==> config.mk <==
export PLATFORM = sky130hd
export DESIGN_NAME = oam_dma_ctrl
export DESIGN_NICKNAME = d
export VERILOG_FILES = /design/src/rtl/oam_dma_ctrl.sv
export SDC_FILE = /design/constraint.sdc
export NUM_CORES = 1
export LEC_CHECK = 0
export BUFFER_PORTS_ARGS = -buffer_cell sky130_fd_sc_hd__buf_2
export CAP_MARGIN = 20
export CORE_MARGIN = 1.5
export CORE_UTILIZATION = 47
export DETAILED_ROUTE_END_ITERATION = 12
export PLACE_DENSITY = 0.84
export SETUP_SLACK_MARGIN = 0.05
export SLEW_MARGIN = 25
export SYNTH_ARGS = -nofsm -noshare
export SYNTH_HDL_FRONTEND = slang
export SYNTH_SLANG_ARGS = --single-unit
==> constraint.sdc <==
create_clock -name clk -period 2.36 [get_ports clk]
set_input_delay 0.354 -clock clk [delete_from_list [all_inputs] [get_ports clk]]
set_output_delay 0.354 -clock clk [all_outputs]
set_load 0.005 [all_outputs]
==> src/rtl/oam_dma_ctrl.sv <==
// oam_dma_ctrl: sprite (OAM) DMA controller and CPU bus arbiter.
// While idle, CPU accesses pass straight through to the memory bus. A CPU write
// to DMA_TRIG_ADDR stalls the CPU and takes the bus. The block then copies the
// 256-byte page named by the written byte to OAM_DATA_ADDR as read/write pairs,
// and finally returns the bus to the CPU.
// Optional feature macro: OAM_DMA_ALIGN_EN. When it is defined, a one-cycle
// ALIGN state is inserted after HALT whenever needed, so that every READ lands
// on an even cycle and every WRITE on an odd cycle. When it is undefined, HALT
// always goes straight to READ.
module oam_dma_ctrl #(
   parameter logic [15:0] DMA_TRIG_ADDR = 16'h4014,
   parameter logic [15:0] OAM_DATA_ADDR = 16'h2004
) (
   input  logic        clk,
   input  logic        rst,
   input  logic [15:0] cpu_addr,
   input  logic [7:0]  cpu_wdata,
   input  logic        cpu_wen,
   input  logic        cpu_ren,
   output logic        cpu_rdy,
   output logic [15:0] bus_addr,
   output logic [7:0]  bus_wdata,
   output logic        bus_wen,
   output logic        bus_ren,
   input  logic [7:0]  bus_rdata,
   output logic        dma_active
);

   typedef enum logic [2:0] {
      IDLE  = 3'd0,
      HALT  = 3'd1,
      ALIGN = 3'd2,
      READ  = 3'd3,
      WRITE = 3'd4
   } state_t;

   state_t      state, state_nxt;
   logic [7:0]  page, page_nxt;   // source page latched from the trigger write
   logic [7:0]  idx, idx_nxt;     // byte offset within the page
   logic        trig;

`ifdef OAM_DMA_ALIGN_EN
   logic        par;              // cycle parity since reset release (0 = even)

   // Free-running parity bit; cleared by reset so the first released cycle is even
   always_ff @(posedge clk) begin
      if (rst) begin
         par <= 1'b0;
      end else begin
         par <= ~par;
      end
   end
`endif

   assign trig = cpu_wen && (cpu_addr == DMA_TRIG_ADDR);

   // State and copy-progress registers; reset abandons any copy in flight
   always_ff @(posedge clk) begin
      if (rst) begin
         state <= IDLE;
         page  <= 8'h00;
         idx   <= 8'h00;
      end else begin
         state <= state_nxt;
         page  <= page_nxt;
         idx   <= idx_nxt;
      end
   end

   // Next-state logic and combinational bus/CPU handshake outputs
   always_comb begin
      state_nxt  = state;
      page_nxt   = page;
      idx_nxt    = idx;
      cpu_rdy    = 1'b0;
      dma_active = 1'b1;
      bus_addr   = 16'h0000;
      bus_wdata  = 8'h00;
      bus_wen    = 1'b0;
      bus_ren    = 1'b0;

      case (state)
         IDLE: begin
            // CPU owns the bus; the trigger write itself also reaches the bus
            cpu_rdy    = 1'b1;
            dma_active = 1'b0;
            bus_addr   = cpu_addr;
            bus_wdata  = cpu_wdata;
            bus_wen    = cpu_wen;
            bus_ren    = cpu_ren;
            if (trig) begin
               page_nxt  = cpu_wdata;
               state_nxt = HALT;
            end
         end

         HALT: begin
`ifdef OAM_DMA_ALIGN_EN
            // The cycle after HALT has parity ~par; READ must start on even
            state_nxt = par ? READ : ALIGN;
`else
            state_nxt = READ;
`endif
         end

         ALIGN: begin
            state_nxt = READ;
         end

         READ: begin
            bus_addr  = {page, idx};
            bus_ren   = 1'b1;
            state_nxt = WRITE;
         end

         WRITE: begin
            // Read data arrives this cycle and is forwarded without a holding register
            bus_addr  = OAM_DATA_ADDR;
            bus_wdata = bus_rdata;
            bus_wen   = 1'b1;
            idx_nxt   = idx + 8'd1;
            state_nxt = (idx == 8'hFF) ? IDLE : READ;
         end

         default: begin
            state_nxt = IDLE;
         end
      endcase
   end

endmodule
### Word level (Yosys, flattened, before mapping)

Cells that the tools add are included.

* register bits: 19
* output and inout bits: 28
* logic and storage cells: 24

* add/subtract/negate cells: 1
* equality and inequality tests: 7
* muxes and demuxes: 9
* reductions and logical operators: 4

Operator list (count)
* 16-bit one-hot mux with 3 select lines: 1
* 16-bit by 15-bit == test with 1-bit output, second input constant: 1
* 8-bit one-hot mux with 2 select lines: 1
* 3-bit one-hot mux with 4 select lines: 1
* 8-bit by 1-bit adder with 8-bit output, second input constant: 1
* 8-bit == test, second input constant: 1
* 3-bit by 2-bit == test with 1-bit output, second input constant: 2
* 1-bit one-hot mux with 2 select lines: 2
* 3-bit by 1-bit == test with 1-bit output, second input constant: 1
* 3-bit == test, second input constant: 1
* 3-bit zero test: 1
* 3-bit 2-to-1 mux: 1
* 1-bit 2-to-1 mux: 2
* 2-bit 2-to-1 mux: 1
* 2-bit != test, second input constant: 1
* 2-bit AND reduction: 1
* 2-bit OR reduction: 1
* 1-bit logical AND: 1

### Logic depth before layout (Yosys ltp)

Gate-level depths: netlist of run 1.

* depth in word-level cells: 4
* depth in mapped cells: 5
* mapped depth without buffers: 4

### Worst setup path after synthesis of run 1

Ideal clock, no wire load.

* path kind: register to output
* from: reg state[2]
* to: out bus_wdata[0]
* arrival time: 1167 ps
* required time: 2006 ps
* slack: 839 ps
* cell stages (with the launch flop): 4
* path buffers: 1
* path through: dfxtp_1 > nor3b_2 > buf_4 > a22o_1

* cells in the longest elaborated chain, start to end: 2
* elaborated cells on any way between the ends: 3
* classes of those cells: 1 x eq/ne; 1 x mux; 1 x reduce/logical

RTL lines
* start, declared: RTL line 37 `state_t state, state_nxt;`
* start signal, assigned: RTL line 64 `state <= state_nxt;`
* 3-bit == test / 3-bit zero test (equally long branches): RTL line 82 `case (state)`
* 8-bit one-hot mux with 2 select lines (*): RTL line 82
* end, declared: RTL line 22 `output logic [7:0] bus_wdata,`

Mark *: on every way between the ends. The rest lies on a longest branch, timed or not.

### Worst setup path after layout of run 1

* from: reg state[1]
* to: out bus_addr[2]

* cells in the longest elaborated chain, start to end: 2
* elaborated cells on any way between the ends: 4
* classes of those cells: 2 x eq/ne; 1 x mux; 1 x reduce/logical

RTL lines
* 3-bit == test, or another cell as far along: RTL line 82
* 16-bit one-hot mux with 3 select lines (*): RTL line 82
* end, declared: RTL line 21 `output logic [15:0] bus_addr,`

Marks and branches as above.

==> impl_metrics.ini, run 1 <==
[run_status]
status = complete, no violations

[yosys]
ys_seq_elements = 19
yosys.area.top_type = dfxtp_1
syn-cell-area_um2 = 1140
ys_seq_area_share_pct = 33.2
ys.flop_type = dfxtp_1
synth_cell_types = 30
synth_edf_count = 0
synth_cells = 126
yosysMostFrequentCell = a22o_1
synth.avg_cell_area_um2 = 9.09
synth_fp_nets = 163
synth_async_sr_flop_share_pct = 0
synth_area_leaders = dfxtp_1, a22o_1, nand2b_1
ys.warnings.count = 0
synth_top_area_share_pct = 33.2
synth_common_cells = a22o_1, dfxtp_1, nand2b_1, nor2_1, mux2i_1

[placed_design]
place_area_um2 = 1480
dp_hpwl_mm = 2.47
port_buffers = 63
gp_congestion = 0.781
dp_cells = 212

[detailed_routing]
wl_mm = 3.17
drt-initial-drc-count = 30
ant_nets = 0
post_drt_wl_per_cell_um = 14.7
vias = 1215
viasPerCell = 5.63
drcViolationCount = 0
dr.pass1.iters = 4

[floorplan]
die_area_um2 = 2740
start_util_pct = 50.8
die_w_um = 52.4
die_h_um = 52.4
rows = 17
core_um2 = 2250
ios = 64

[layout]
finalNetCount = 226
utilization_pct = 66.8
design_area_um2 = 1510
synthToLayoutAreaGrowth_pct = 31.5
drive_gt1_share_pct = 38.8
instances_no_fill = 216
insertedDiodeCount = 0

[grt]
grt_busiest_layer = met2
grt_max_degree = 28
grt_pass1_wl_mm = 5.10
grt_overflow = 0
grt_pass1_vias = 1142
grt_use_met2_pct = 46.3
antenna_found_initial = 0
grt_use_met1_pct = 28.4
grt_use_total_pct = 24.6
grtUsageMet3_pct = 2.86

[run]
maxCapViolCount = 0

[power]
ir_worst_vdd_mv = 0.360
powerDensity_nw_per_um2 = 528
combPwrFrac_pct = 36.9
p_leak_nw = 0.678
p_switching_uw = 246
p_int_uw = 548
power.share.sequential_pct = 42.2
swShare_pct = 31.0
clkPwrFrac_pct = 20.8

[sta]
setup_viol = 0
finClkSkew_ps = 2.87
fmax_mhz = 472
worst_pin_slew_ps = 620
period_share_pct = 89.8
grt_setup_unrepaired = false
slew_headroom_pct = 58.7
finalSetupTns_ps = 0
hold_viol_final = 0
drv_slew = 0
fin_crit_ps = 2120

[cts]
cts_tree = done
clk_latency_ps = 290
clk_pin_slew_ps = 110
hold_buffers = 0
cts_resized = 0
h-tree-depth = 1
numCtsBuffers = 3
cts.sinks = 19
clk_path_buf_depth = 2
cts_setup_buffers = 0
cts_root_buffer = clkbuf_4

[setup_path]
slowest_delay_ps = 610
crit_chain = and3b_1 > nand2_1 > nand2_1 > buf_2
worstSetupPathType = reg2out
cp-start-kind = register
cp_slowest_cell = and3b_1
cpMostUsedCell = nand2_1
worstPathRequired_ps = 2010
reg2regPathDepth = 4
cp_max_fo = 18
worstPathArrival_ps = 1760
end_kind = output port

[hold_path]
hp-class = in2reg
hold_path_depth = 3
registers in the layout (all words and copies together), names as in the netlist:
register / count
idx: 8
page: 8
state: 3
critical path, delay by kind of cell (launching register included):
kind	cells	cell delay [ps]
buffers and inverters	1	100
DFF	1	500
and+or+nand+nor	3	860
routing by layer:
metal	share of wire [%]	vias to the layer above
met5	0	-
met4	1.4	0
met3	5.1	4
met2	55	39
met1	39	579
li1	-	593
power groups by stage:
| stage | clock, mW | sequential (mW) | combinational, mW |
|---|---|---|---|
| 2_1_floorplan | 0 | 0.341 | 0.157 |
| 3_3_place_gp | 0 | 0.342 | 0.285 |
| 3_5_place_dp | 0 | 0.343 | 0.292 |
| 4_1_cts | 0.169 | 0.335 | 0.295 |
| 5_1_grt | 0.179 | 0.337 | 0.317 |
| 6_report | 0.165 | 0.335 | 0.293 |
layout make-up:
| type | count | area [µm²] |
|---|---|---|
| clock buffers | 3 | 22.5 |
| clock inverters | 1 | 5.00 |
| fillers | 209 | 749 |
| inverters | 1 | 3.75 |
| multi-input cells | 99 | 728 |
| flip-flops and latches | 19 | 380 |
| well taps | 28 | 35.0 |
| repair buffers | 65 | 330 |
cells by family after synthesis:
family | Yosys count | share of synthesized area, %
simple gates | 53 | 29.0
flops | 19 | 33.2
compound gates | 29 | 20.3
fa+ha+maj | 1 | 1.09
xor+xnor | 7 | 5.36
buf+inv | 8 | 3.17
mux | 9 | 7.87
cell usage in the layout (no fill, tap or decap), types with 2 or more instances in the layout:
cell	synthesis	layout
a21oi_1	3	3
a22o_1	22	22
buf_2	2	63
buf_4	1	2
clkbuf_4	0	3
dfxtp_1	19	19
mux2i_1	9	9
nand2_1	5	5
nand2b_1	18	18
nand3_1	3	3
nand4_1	4	4
nor2_1	10	10
nor3_4	2	2
nor4b_1	2	2
o21ai_0	2	2
xor2_1	6	6
path summary, 6_finish.rpt:
path           startpoint  slack (ps)           to
max              state[1]         240  bus_addr[2]
min          cpu_wdata[1]         320      page[1]
min reg2reg       page[7]         490      page[7]
max reg2reg      state[0]         710      page[5]
metrics by stage:
step           power [mW]  setup slack (ps)  hold WS, ps
2_1_floorplan       0.498               839          448
3_3_place_gp        0.627               584          462
6_report            0.794               241          318
4_1_cts             0.799               236          315
5_1_grt             0.833               100          318
3_5_place_dp        0.635               518          464
Power figures use the tool's default switching activity.
==> run 2, diff against run 1 <==
CAP_MARGIN = default   (was 20)
CTS_CLUSTER_DIAMETER = 50   (was default)
MAX_ROUTING_LAYER = met4   (was default)
==> impl_metrics.ini, run 2 (synthesis results as in run 1) <==
[cts]
hold_buffers = 0
h-tree-depth = 1
clk_pin_slew_ps = 110
cts_root_buffer = clkbuf_4
cts_setup_buffers = 0
cts_resized = 0
numCtsBuffers = 3
clk_latency_ps = 290
cts_tree = done
cts.sinks = 19
clk_path_buf_depth = 2

[detailed_routing]
wl_mm = 3.17
ant_nets = 0
post_drt_wl_per_cell_um = 14.7
drcViolationCount = 0
drt-initial-drc-count = 29
viasPerCell = 5.62
vias = 1213
dr.pass1.iters = 4

[setup_path]
cp-start-kind = register
reg2reg_slack_ps = 710
cp_max_fo = 18
r2r_start = state[0]
end_kind = output port
worstPathRequired_ps = 2010
worstSetupPathType = reg2out
worstPathArrival_ps = 1770
reg2regPathDepth = 4
r2r-end = page[5]

[power]
p_leak_nw = 0.678
ir_worst_vdd_mv = 0.360
total_power_uw = 795
powerDensity_nw_per_um2 = 528

[sta]
hold_viol_final = 0
fmax_mhz = 470
setup_viol = 0
drv_slew = 0
grt_setup_unrepaired = false
finClkSkew_ps = 2.69
worst_pin_slew_ps = 626
fin_crit_ps = 2130
slew_headroom_pct = 58.3
period_share_pct = 90.1
finalSetupTns_ps = 0

[grt]
grt_pass1_wl_mm = 5.10
antenna_found_initial = 0
grtUsageMet3_pct = 2.86
grt_use_total_pct = 25.2
grt_overflow = 0
grt_use_met2_pct = 46.3
grt_busiest_layer = met2
grt_max_degree = 28
grt_pass1_vias = 1141
grt_use_met1_pct = 28.4

[floorplan]
core_um2 = 2250
ios = 64
die_area_um2 = 2740
die_h_um = 52.4
die_w_um = 52.4
rows = 17
start_util_pct = 50.8

[layout]
drive_gt1_share_pct = 38.8
final_common_cell = buf_2
mostFrequentLayoutCells = buf_2, a22o_1, dfxtp_1, nand2b_1, nor2_1
top_regs = idx x8, page x8, state x3
insertedDiodeCount = 0
finalNetCount = 226
utilization_pct = 66.8
synthToLayoutAreaGrowth_pct = 31.5

[placed_design]
port_buffers = 63
dp_hpwl_mm = 2.47
gp_congestion = 0.791

[hold_path]
hold_path_depth = 3
min_from = cpu_wdata[1]
holdPathEnd = page[1]
hp-class = in2reg

[run_status]
status = complete, no violations

[run]
maxCapViolCount = 0
==> run 2: cell counts in the layout (fill, tap and decap cells not counted) <==
Identical to the previous run, type by type.
==> run 2: critical path, stage by stage (launching register included) <==
cell and delay [ps]:
dfxtp_1 500, and3b_1 620, nand2_1 170, nand2_1 80, buf_2 100
==> run 2: how the worst max path moves through the flow <==
stage / start / endpoint / cells after the start
detailed placement: cpu_addr[6] / page[5] / 5
finish: state[1] / bus_addr[2] / 4
CTS: state[1] / bus_addr[2] / 4
global placement: cpu_addr[6] / page[3] / 5
floorplan: state[2] / bus_wdata[0] / 3
global route: state[1] / bus_addr[2] / 4
==> run 2: where the power goes <==
group | internal, mW | switching [mW] | leakage (nW)
registers | 0.325 | 0.0101 | 0.153
clock network | 0.0630 | 0.103 | 0.0177
logic | 0.160 | 0.134 | 0.508
==> run 2: per-stage QoR <==
stage | setup slack (ps) | instance area (µm²) | std cells | hold slack [ps]
after CTS | 236 | 1510 | 216 | 315
final | 234 | 1510 | 216 | 318
after global placement | 584 | 1480 | 212 | 462
after detailed placement | 518 | 1480 | 212 | 464
after floorplan | 839 | 1140 | 126 | 448
after global routing | 100 | 1510 | 216 | 318
==> run 2: layout make-up <==
| cell class | instances | area [µm²] |
|---|---|---|
| clock buffer | 3 | 22.5 |
| clock inverter | 1 | 5.00 |
| fill | 209 | 749 |
| inverter | 1 | 3.75 |
| multi-input combinational | 99 | 728 |
| sequential | 19 | 380 |
| tap | 28 | 35.0 |
| timing repair buffer | 65 | 330 |
==> run 2: layer usage <==
metal / vias up / wire (µm)
met5: - / 0
met4: 0 / 42
met3: 4 / 138
met2: 40 / 1730
met1: 576 / 1260
li1: 593 / -
